`src/rtl/key_pkg.sv`:
```
// key_pkg: shared state encoding and debounce-length helper for key_debounce.
`default_nettype none

package key_pkg;

    typedef enum logic [1:0] {
        UP      = 2'd0,
        WAIT_DN = 2'd1,
        DN      = 2'd2,
        WAIT_UP = 2'd3
    } key_state_t;

    function automatic longint unsigned db_cycles(input longint unsigned clk_hz,
                                                  input longint unsigned ms);
        longint unsigned c;
        c = clk_hz / 1000 * ms;
        return (c < 1) ? 64'd1 : c;
    endfunction

endpackage

`default_nettype wire

```
`src/rtl/key_sync.sv`:
```
// key_sync: two-flop synchroniser with optional inversion; resets to 0.
`default_nettype none

module key_sync #(
    parameter bit INV = 1'b1
) (
    input  logic clk,
    input  logic rst,
    input  logic din,
    output logic dout
);

    logic s0;

    always_ff @(posedge clk) begin
        if (rst) begin
            s0   <= 1'b0;
            dout <= 1'b0;
        end else begin
            s0   <= din ^ INV;
            dout <= s0;
        end
    end

endmodule

`default_nettype wire

```
`src/rtl/key_debounce.sv`:
```
// key_debounce: synchronised, debounced push-button with press/release strobes and TBUF enable.
// Build option KEY_TOGGLE_EN: oen_o toggles on each press instead of following the held level.
`default_nettype none

module key_debounce
    import key_pkg::*;
#(
    parameter int unsigned CLK_HZ      = 27_000_000,
    parameter int unsigned DEBOUNCE_MS = 10,
    parameter bit          INV         = 1'b1
) (
    input  logic clk,
    input  logic rst,
    input  logic key_i,
    output logic key_o,
    output logic press_o,
    output logic release_o,
    output logic oen_o
);

    localparam longint unsigned DB_CYC  = db_cycles(64'(CLK_HZ), 64'(DEBOUNCE_MS));
    localparam int              CW      = $clog2(DB_CYC + 1);
    localparam bit              ONE_CYC = (DB_CYC == 1);
    // The first differing sample is seen in UP/DN, so cnt tracks the remaining DB_CYC-1 samples.
    localparam logic [CW-1:0]   LAST    = (DB_CYC >= 2) ? CW'(DB_CYC - 2) : '0;

    logic       s1;
    key_state_t state;
    logic [CW-1:0] cnt;
    logic       rise;
    logic       fall;

    key_sync #(.INV(INV)) u_sync (
        .clk  (clk),
        .rst  (rst),
        .din  (key_i),
        .dout (s1)
    );

    always_comb begin
        rise = 1'b0;
        fall = 1'b0;
        case (state)
            UP:      rise = s1 && ONE_CYC;
            WAIT_DN: rise = s1 && (cnt == LAST);
            DN:      fall = !s1 && ONE_CYC;
            WAIT_UP: fall = !s1 && (cnt == LAST);
            default: ;
        endcase
    end

    always_ff @(posedge clk) begin
        if (rst) begin
            state     <= UP;
            cnt       <= '0;
            key_o     <= 1'b0;
            press_o   <= 1'b0;
            release_o <= 1'b0;
        end else begin
            press_o   <= rise;
            release_o <= fall;
            if (rise) begin
                state <= DN;
                key_o <= 1'b1;
            end else if (fall) begin
                state <= UP;
                key_o <= 1'b0;
            end else begin
                case (state)
                    UP: if (s1) begin
                        state <= WAIT_DN;
                        cnt   <= '0;
                    end
                    WAIT_DN: if (!s1) state <= UP;
                             else     cnt   <= cnt + 1'b1;
                    DN: if (!s1) begin
                        state <= WAIT_UP;
                        cnt   <= '0;
                    end
                    WAIT_UP: if (s1) state <= DN;
                             else    cnt   <= cnt + 1'b1;
                    default: state <= UP;
                endcase
            end
        end
    end

    always_ff @(posedge clk) begin
        if (rst) begin
            oen_o <= 1'b1;
        end else begin
`ifdef KEY_TOGGLE_EN
            if (rise) oen_o <= ~oen_o;
`else
            if (rise)      oen_o <= 1'b0;
            else if (fall) oen_o <= 1'b1;
`endif
        end
    end

endmodule

`default_nettype wire
```
`config.mk`:
```
export PLATFORM = sky130hd
export DESIGN_NAME = key_debounce
export DESIGN_NICKNAME = d
export VERILOG_FILES = /design/src/rtl/key_pkg.sv /design/src/rtl/key_sync.sv /design/src/rtl/key_debounce.sv
export SDC_FILE = /design/constraint.sdc
export NUM_CORES = 1
export LEC_CHECK = 0
export BUFFER_PORTS_ARGS = -buffer_cell sky130_fd_sc_hd__clkbuf_2
export CAP_MARGIN = 20
export CELL_PAD_IN_SITES_DETAIL_PLACEMENT = 1
export CELL_PAD_IN_SITES_GLOBAL_PLACEMENT = 2
export CORE_ASPECT_RATIO = 2
export CORE_MARGIN = 2
export CORE_UTILIZATION = 39
export DETAILED_ROUTE_END_ITERATION = 12
export PLACE_DENSITY_LB_ADDON = 0.1
export SLEW_MARGIN = 20
export SYNTH_ARGS = -nofsm -noshare
export SYNTH_HDL_FRONTEND = slang
export SYNTH_HIERARCHICAL = 1
export SYNTH_SLANG_ARGS = --single-unit
```
`constraint.sdc`:
```
create_clock -name clk -period 3.3 [get_ports clk]
set_clock_uncertainty 0.1 [all_clocks]
set_input_delay 0 -clock clk [delete_from_list [all_inputs] [get_ports clk]]
set_output_delay 0 -clock clk [all_outputs]
set_load 0.02 [all_outputs]
```
==> results of run 1 <==
## flip-flops by register name, indices dropped and copies added (netlist names)
signal,cells
cnt,19
state,2
key_o,1
oen_o,1
press_o,1
release_o,1
u_sync/dout,1
u_sync/s0,1
## stage by stage
| step | cells | utilization (%) | total power (uW) |
|---|---|---|---|
| 2_1_floorplan | 144 | - | 353 |
| 3_3_place_gp | 180 | 42.6 | 361 |
| 3_5_place_dp | 180 | 42.6 | 362 |
| 4_1_cts | 187 | 45.0 | 555 |
| 5_1_grt | 187 | 45.0 | 566 |
| 6_report | 187 | 45.0 | 544 |
## path summary, 6_finish.rpt
check	endpoint	cells past startpoint
max	cnt[11]	7
min	u_sync/dout	1
max reg2reg	cnt[11]	7
min reg2reg	u_sync/dout	1
## logic make-up (layout without fill, tap and decap cells)
kind of cell               count (synthesis)  count (layout)  share of synthesized area [%]
DFF                                       27              27                           42.9
and+or+nand+nor                           69              69                           30.1
AOI/OAI and AO/OA                         23              23                           12.4
xor gates and xnor gates                  13              13                           9.62
buffers and inverters                     10              22                           3.07
adders and majority gates                  2               2                           1.98
## cells in the final DEF, fill, tap and decap left out, types with 3 or more instances in the layout
cell type / instances
a21oi_1: 7
or3_1: 3
nand2_1: 9
clkbuf_2: 6
and3_1: 4
nand4_1: 4
clkbuf_8: 3
nor3_1: 4
o21ai_0: 5
dfxtp_1: 27
nor3b_1: 3
inv_1: 8
nand3_1: 8
xor2_1: 6
dlygate4sd3_1: 3
nor2_1: 18
nor4_1: 3
xnor2_1: 6
## routing by layer
layer / vias up / global-route usage, % / share of wire (%)
li1: 540 / - / -
met1: 546 / 20.6 / 39
met2: 10 / 35.4 / 58
met3: 5 / 1.94 / 1.3
met4: 0 / 8.26 / 1.9
met5: - / 0 / 0
## worst max-delay path, delay by kind of cell (launching register included)
family,cells,cell delay [ps]
simple gates,3,880
flops,1,460
compound gates,2,360
fa+ha+maj,1,220
buf+inv,1,80
## where the power goes
part           internal (uW)  switching (uW)
Sequential               329            3.67
Clock                   84.7             103
Combinational           9.07            14.5
Total                    423             121
## layout make-up
class,instances,share of cell area [%]
Multi-Input combinational cell,107,48.5
Clock buffer,3,2.94
Inverter,8,2.14
Timing Repair Buffer,10,4.81
Sequential cell,27,38.5
Clock inverter,1,0.356
Tap cell,31,2.76
==> flow_summary_export.csv, run 1 <==
group,metric,value,unit
yosys,synth.most_common_cell,"dfxtp_1",
yosys,ys.flop_type,"dfxtp_1",
routing,drtIter0Drc,17,
status,status,"finished, final reports clean",
cts,path_clk_slew,90,ps
routing,dr.pass1.iters,4,
yosys,syn_inst,144,
finish,fillers,382,
setup_path,start_kind,"register",
finish,stdcell_area,1410,um2
power_and_ir_drop,max-vdd-ir-drop,0.284,mV
yosys,synth_edf_count,0,
placed_design,dp_slack,1180,ps
die,chipWidth,44.2,um
global_route,overflow,0,
placed_design,portBuffers,6,
yosys,syn_nets,149,
setup_path,startpoint,"cnt[0]",
setup_path,end_kind,"register",
routing,totalWireLength,3.07,mm
yosys,yosys_register_bits,27,
yosys,synth_top_area_share,42.9,%
routing,drc_errors,0,
placed_design,hpwl,2.42,mm
timing,finalSetupTns,0,ps
timing,hold_violations,0,
setup_path,critPathArrivalTime,2280,ps
finish,regArea,541,um2
routing,drtAntennaViolNets,0,
setup_path,required,3410,ps
timing,setup_viol,0,
global_route,antenna_found_initial,0,
global_route,grt_pass1_wl,5.44,mm
setup_path,r2r_slack,1130,ps
cts,cts_num_sinks,27,
min_path,hold_path.class,"register to register",
yosys,ys_async_sr_fraction,0,%
yosys,synth_area_per_cell,8.76,um2
placed_design,place_congestion,0.802,
run,drv_cap,0,
routing,vias,1101,
global_route,grt_usage,19.2,%
power_and_ir_drop,power_density,387,nW/um2
setup_path,slowest_stage,"or4_1",
placed_design,place_area,1330,um2
setup_path,crit_type,"register to register",
timing,slew_violations,0,
setup_path,max_stage_delay,500,ps
routing,routedWlPerCell,16.4,um
cts,numCtsBuffers,3,
power_and_ir_drop,p_leak,0.000477,uW
global_route,grt_pass1_vias,1166,
cts,htree_levels,1,
yosys,ys_seq_area_share,42.9,%
routing,viasPerCell,5.89,
yosys,syn_area,1260,um2
setup_path,timing.rr.start,"cnt[0]",
cts,post-cts-setup-buffers,0,
min_path,hold_start,"u_sync/s0",
timing,rsz0062_at_grt,"no",
die,num_io_pins,7,
finish,syn_to_final_growth,11.4,%
die,rows,29,
timing,hold_slack,356,ps
timing,min_period_over_period,65.8,%
yosys,ys_types,38,
timing,slew_headroom,46.4,%
finish,drive_above_1_share,11.5,%
setup_path,crit_fanout,7,
die,initial_core_util,40.4,%
die,dieHeight,84.4,um
global_route,grt_max_degree,16,
cts,cts_hold_buf,3,
setup_path,worstPathCellList,"inv_1 -> ha_1 -> nor4b_1 -> nand4_1 -> o2111ai_2 -> or4_1 -> a21oi_1",
die,die_area,3730,um2
yosys,ys_warn_count,6,
die,core-area,3120,um2
cts,cts_root_buf,"clkbuf_8",
cts,cts_resized,0,
finish,multi_input_area,682,um2
finish,antennaDiodeCount,0,
timing,period_needed,2170,ps
timing,finalWorstSetupSlack,1130,ps
cts,clock_latency,270,ps
timing,tightest_slew,799,ps
finish,num-nets-final,162,
timing,timing.fmax,0.461,GHz
cts,cts_tree,"built",
cts,max-clock-path-buffers,2,
yosys,synth_area_leaders,"dfxtp_1, nor2_1, xnor2_1, xor2_1, nand3_1",
yosys,synth_top_area_cell,"dfxtp_1",
yosys,ys_top_cells_by_count,"dfxtp_1, nor2_1, nand2_1",
Note: power is estimated with default switching activity, not from simulation.
==> inputs of run 2 (changes only) <==
--- a/config.mk
+++ b/config.mk
@@ -11,7 +11,7 @@
 export CELL_PAD_IN_SITES_GLOBAL_PLACEMENT = 2
 export CORE_ASPECT_RATIO = 2
 export CORE_MARGIN = 2
-export CORE_UTILIZATION = 39
+export CORE_UTILIZATION = 33
 export DETAILED_ROUTE_END_ITERATION = 12
 export PLACE_DENSITY_LB_ADDON = 0.1
 export SLEW_MARGIN = 20
==> constraint.sdc (replaced) <==
create_clock -name clk -period 1.8 [get_ports clk]
set_clock_uncertainty 0.1 [all_clocks]
set_input_delay 0 -clock clk [delete_from_list [all_inputs] [get_ports clk]]
set_output_delay 0 -clock clk [all_outputs]
set_load 0.02 [all_outputs]
==> run 2 against run 1 <==
Core utilization rose by 4.6 points. The flow now finishes with violations (setup timing). Die area is 17% higher. Non-clock buffer count is 31 higher. Flip-flop and latch count did not move. Wire length rose by 30%. First-iteration DRC count up 59%. Critical path depth rose by 1. Largest cell class unchanged. Final area grew 29%. Combinational power is 150% higher.
==> flow_summary_export.csv, run 2 (synthesis gave the netlist of run 1 again) <==
group,metric,value,unit
run,drv_cap,0,
cts,clock_latency,270,ps
finish,instances_no_fill,236,
timing,period_needed,1860,ps
finish,top_regs,"cnt x19, state x2",
timing,min_period_over_period,104,%
routing,vias,1231,
die,rows,31,
global_route,grt_pass1_wl,6.24,mm
status,status,"finished, violations left",
min_path,min_to,"u_sync/dout",
routing,drc_errors,0,
setup_path,slowest_stage,"dfxtp_2",
die,num_io_pins,7,
finish,largest_reg_flops,19,
power_and_ir_drop,p_sw_share,23.2,%
timing,tightest_slew,589,ps
power_and_ir_drop,clkPwrFrac,34.8,%
cts,cts_root_buf,"clkbuf_8",
setup_path,r2r_slack,-60,ps
setup_path,timing.rr.start,"cnt[0]",
finish,stdcell_area,1810,um2
finish,antennaDiodeCount,0,
timing,slew_headroom,60.2,%
cts,numCtsBuffers,3,
finish,final_cell_mix,"buf_4, dfxtp_1, nor2_1",
global_route,grt_usage,19.8,%
die,dieHeight,91.4,um
setup_path,crit_type,"register to register",
setup_path,reg2regPathDepth,8,
cts,cts_num_sinks,27,
power_and_ir_drop,p_total,1020,uW
setup_path,critPathBufInv,2,
finish,num-nets-final,193,
setup_path,critPathArrivalTime,1970,ps
power_and_ir_drop,intPower,787,uW
setup_path,max_stage_delay,340,ps
power_and_ir_drop,share_seq_of_total_power,59.5,%
die,chipWidth,47.7,um
finish,final_common_cell,"buf_4",
placed_design,dp.cells,224,
min_path,hold_path.class,"register to register",
die,core-area,3650,um2
setup_path,end_kind,"register",
timing,setup_viol,4,
power_and_ir_drop,p_leak,0.000662,uW
cts,htree_levels,1,
timing,timing.fmax,0.537,GHz
timing,hold_violations,0,
finish,drive_above_1_share,39.0,%
finish,fillers,455,
global_route,overflow,0,
cts,cts_tree,"built",
min_path,hold-path-cell-count,1,
min_path,hold_start,"u_sync/s0",
timing,finalWorstSetupSlack,-63.4,ps
placed_design,hpwl,3.00,mm
routing,routedWlPerCell,16.9,um
routing,dr.pass1.iters,4,
finish,regMostFlops,"cnt",
setup_path,required,1910,ps
routing,drtIter0Drc,27,
cts,max-clock-path-buffers,2,
die,initial_core_util,34.6,%
power_and_ir_drop,power_density,566,nW/um2
routing,viasPerCell,5.22,
timing,slew_violations,0,
global_route,grt_max_degree,15,
power_and_ir_drop,max-vdd-ir-drop,0.355,mV
routing,totalWireLength,4.00,mm
placed_design,portBuffers,6,
placed_design,place_area,1550,um2
power_and_ir_drop,p_switching,237,uW
power_and_ir_drop,combPwrFrac,5.7,%
placed_design,place_congestion,0.821,
setup_path,r2r_end,"cnt[4]",
setup_path,crit_family,"compound AO/OA/AOI/OAI gates",
finish,syn_to_final_growth,43.5,%
setup_path,crit_fanout,3,
die,die_area,4360,um2
setup_path,worstPathCellList,"inv_2 -> ha_4 -> nor4b_4 -> nand4_1 -> buf_4 -> o21ai_1 -> o21ai_0 -> a21oi_1",
routing,drtAntennaViolNets,0,
timing,hold_slack,379,ps
global_route,antenna_found_initial,0,
global_route,grt_pass1_vias,1285,
status,failed_checks,"setup timing",
cts,path_clk_slew,100,ps
setup_path,start_kind,"register",
timing,finalSetupTns,-162,ps
timing,rsz0062_at_grt,"yes",
-- run 2: area by class of cell --
| cell class | instances | area [um2] | area share (%) |
|---|---|---|---|
| Multi-Input combinational cell | 107 | 820 | 45.3 |
| Sequential cell | 27 | 546 | 30.2 |
| Clock buffer | 4 | 45.0 | 2.49 |
| Inverter | 8 | 30.0 | 1.66 |
| Timing Repair Buffer | 41 | 308 | 17.0 |
| Tap cell | 49 | 61.3 | 3.39 |
-- run 2: metrics by stage --
step | utilization, % | setup WS (ps)
detailed placement | 42.5 | -82.3
CTS | 46.4 | -57.7
global placement | 42.5 | 7.37
finish | 49.6 | -63.4
floorplan | - | -18.8
global route | 49.6 | -154
-- run 2: worst reg2reg max path, stage by stage, from the launching register on --
cell	delay (ps)
dfxtp_2	340
inv_2	60
ha_4	120
nor4b_4	170
nand4_1	230
buf_4	220
o21ai_1	290
o21ai_0	150
a21oi_1	130
-- run 2: layer usage --
metal | global-route usage, % | wire (um)
met5 | 0 | 0
met4 | 7.88 | 118
met3 | 1.99 | 50
met2 | 35.8 | 2390
met1 | 21.2 | 1440
-- run 2: timing repair --
item	4_1_cts	5_1_grt
hold endpoints to repair	6	0
setup buffers	2	3
gates resized for setup	13	23
cloned	0	0
hold buffers	3	0
pin swaps	7	9
endpoints found under the setup margin	11	20
-- run 2: worst max path at each step --
stage / start / to / slack (ps) / cells past startpoint
global route: cnt[0] / cnt[4] / -150 / 8
global placement: cnt[12] / cnt[11] / 7 / 5
finish: cnt[0] / cnt[4] / -60 / 8
floorplan: cnt[0] / cnt[11] / -20 / 7
detailed placement: cnt[0] / oen_o / -80 / 8
CTS: cnt[0] / cnt[11] / -60 / 7
-- run 2: power by group through the flow --
| stage | logic (uW) | clock network, uW | registers [uW] |
|---|---|---|---|
| after floorplan | 20.4 | 0 | 626 |
| after global placement | 47.0 | 0 | 622 |
| after detailed placement | 48.2 | 0 | 622 |
| after CTS | 54.0 | 363 | 609 |
| after global routing | 65.0 | 378 | 610 |
| final | 58.7 | 356 | 609 |
==> inputs of run 3 (changes only) <==
--- a/config.mk
+++ b/config.mk
@@ -14,6 +14,7 @@
 export CORE_UTILIZATION = 33
 export DETAILED_ROUTE_END_ITERATION = 12
 export PLACE_DENSITY_LB_ADDON = 0.1
+export SETUP_SLACK_MARGIN = 0.5
 export SLEW_MARGIN = 20
 export SYNTH_ARGS = -nofsm -noshare
 export SYNTH_HDL_FRONTEND = slang
==> run 3 against run 2 <==
The flow finishes with violations (hold timing, setup timing). Total power rose by 0.63%. Worst hold slack lost 380 ps. Flip-flop and latch count did not move. Global-route usage rose by 1.9 points.
==> flow_summary_export.csv, run 3 (synthesis gave the netlist of run 1 again) <==
group,metric,value,unit
status,status,"finished, violations left",
status,failed_checks,"hold timing, setup timing",
finish,final_common_cell,"buf_4",
global_route,grt_usage,21.7,%
timing,hold_violations,1,
routing,drtIter0Drc,20,
cts,cts_tree,"built",
routing,drc_errors,0,
routing,vias,1258,
placed_design,hpwl,2.69,mm
routing,totalWireLength,4.28,mm
placed_design,dp_slack,-98.6,ps
global_route,grt_max_degree,15,
routing,routedWlPerCell,17.4,um
die,core-area,3650,um2
setup_path,critPathArrivalTime,1940,ps
die,num_io_pins,7,
setup_path,crit_family,"simple AND/OR/NAND/NOR gates",
setup_path,cp_common_cell,"buf_4",
timing,finalWorstSetupSlack,-31.3,ps
timing,setup_viol,2,
routing,drtAntennaViolNets,0,
min_path,min_to,"oen_o",
cts,clock_latency,280,ps
finish,syn_to_final_growth,66.7,%
setup_path,end_kind,"register",
min_path,hold-path-cell-count,3,
setup_path,crit_type,"register to register",
finish,fin_util,57.7,%
finish,antennaDiodeCount,0,
setup_path,critPathBufInv,3,
finish,top_regs,"cnt x19, state x2",
setup_path,slowest_stage,"dfxtp_4",
setup_path,start_kind,"register",
finish,regMostFlops,"cnt",
run,drv_cap,0,
global_route,grt_pass1_wl,6.73,mm
die,initial_core_util,34.6,%
die,rows,31,
finish,instances_no_fill,246,
finish,multi_input_area,953,um2
global_route,grt_pass1_vias,1439,
setup_path,worstPathCellList,"inv_4 -> ha_4 -> nor4b_4 -> nand4_1 -> buf_4 -> o21ai_0 -> buf_4 -> or3_1 -> a21oi_1",
finish,final_cell_mix,"buf_4, nor2_1, buf_6",
cts,htree_levels,1,
finish,num-nets-final,203,
min_path,hold_start,"rst",
timing,min_period_over_period,102,%
setup_path,max_stage_delay,370,ps
timing,slew_violations,0,
placed_design,dp.cells,220,
timing,slew_headroom,75.4,%
setup_path,reg2regPathDepth,9,
setup_path,cp_num_cells,9,
setup_path,r2r_slack,-30,ps
power_and_ir_drop,p_leak,0.000786,uW
finish,fillers,430,
timing,hold_slack,-5.81,ps
placed_design,place_congestion,0.823,
routing,viasPerCell,5.11,
timing,timing.fmax,0.546,GHz
finish,regArea,574,um2
setup_path,required,1910,ps
cts,cts_num_sinks,27,
finish,largest_reg_flops,19,
power_and_ir_drop,max-vdd-ir-drop,0.479,mV
timing,period_needed,1830,ps
global_route,overflow,0,
min_path,hold_path.class,"input pin to register",
die,dieHeight,91.4,um
timing,tightest_slew,364,ps
setup_path,r2r_end,"cnt[0]",
setup_path,crit_fanout,5,
power_and_ir_drop,power_density,490,nW/um2
setup_path,timing.rr.start,"cnt[0]",
cts,path_clk_slew,90,ps
die,die_area,4360,um2
placed_design,portBuffers,6,
routing,dr.pass1.iters,4,
die,chipWidth,47.7,um
finish,drive_above_1_share,53.8,%
global_route,antenna_found_initial,0,
timing,rsz0062_at_grt,"yes",
cts,cts_root_buf,"clkbuf_8",
cts,max-clock-path-buffers,2,
cts,numCtsBuffers,3,
## run 3: tightest hold or removal path, stage by stage
cell	delay (ps)
clkbuf_2	140
a211oi_1	60
nor3_1	120
## run 3: how the worst max path moves through the flow
| stage | slack [ps] | endpoint | from |
|---|---|---|---|
| after detailed placement | -100 | cnt[11] | cnt[0] |
| final | -30 | cnt[0] | cnt[0] |
| after floorplan | 30 | cnt[11] | cnt[0] |
| after CTS | -20 | cnt[11] | cnt[0] |
| after global placement | -10 | cnt[2] | cnt[0] |
| after global routing | -140 | cnt[1] | cnt[0] |
## run 3: power breakdown
group | internal (uW) | leakage [uW] | switching (uW)
sequential | 597 | 0.000228 | 5.87
clock | 159 | 0.0000228 | 196
combinational | 34.5 | 0.000535 | 38.5
## run 3: what timing repair did
| item | in CTS | in global routing |
|---|---|---|
| gates resized for setup | 39 | 31 |
| hold buffers | 3 | 0 |
| pin swaps | 18 | 20 |
| setup buffers | 11 | 8 |
| endpoints found under the hold margin | 6 | 0 |
| setup endpoints to repair | 25 | 25 |
## run 3: per-stage QoR
step	power, uW	instance area, um2	setup TNS, ps
4_1_cts	1040	1920	-52.5
3_3_place_gp	672	1600	-31.8
3_5_place_dp	673	1600	-455
5_1_grt	1080	2100	-822
2_1_floorplan	654	1360	0
6_report	1030	2100	-48.1
## run 3: layer usage
layer	GRT usage, %	part of all wire (%)	vias up
met1	21.9	35	613
met5	0	0	-
met4	11.0	3.1	0
met2	38.7	60	13
li1	-	-	621
met3	3.18	1.6	11
## run 3: cell type report
type                       instances  area share [%]
inverter                           8            1.55
multi-input combinational        107            45.4
clock buffer                       4            2.14
tap                               49            2.92
sequential                        27            27.3
timing repair buffer              51            20.7
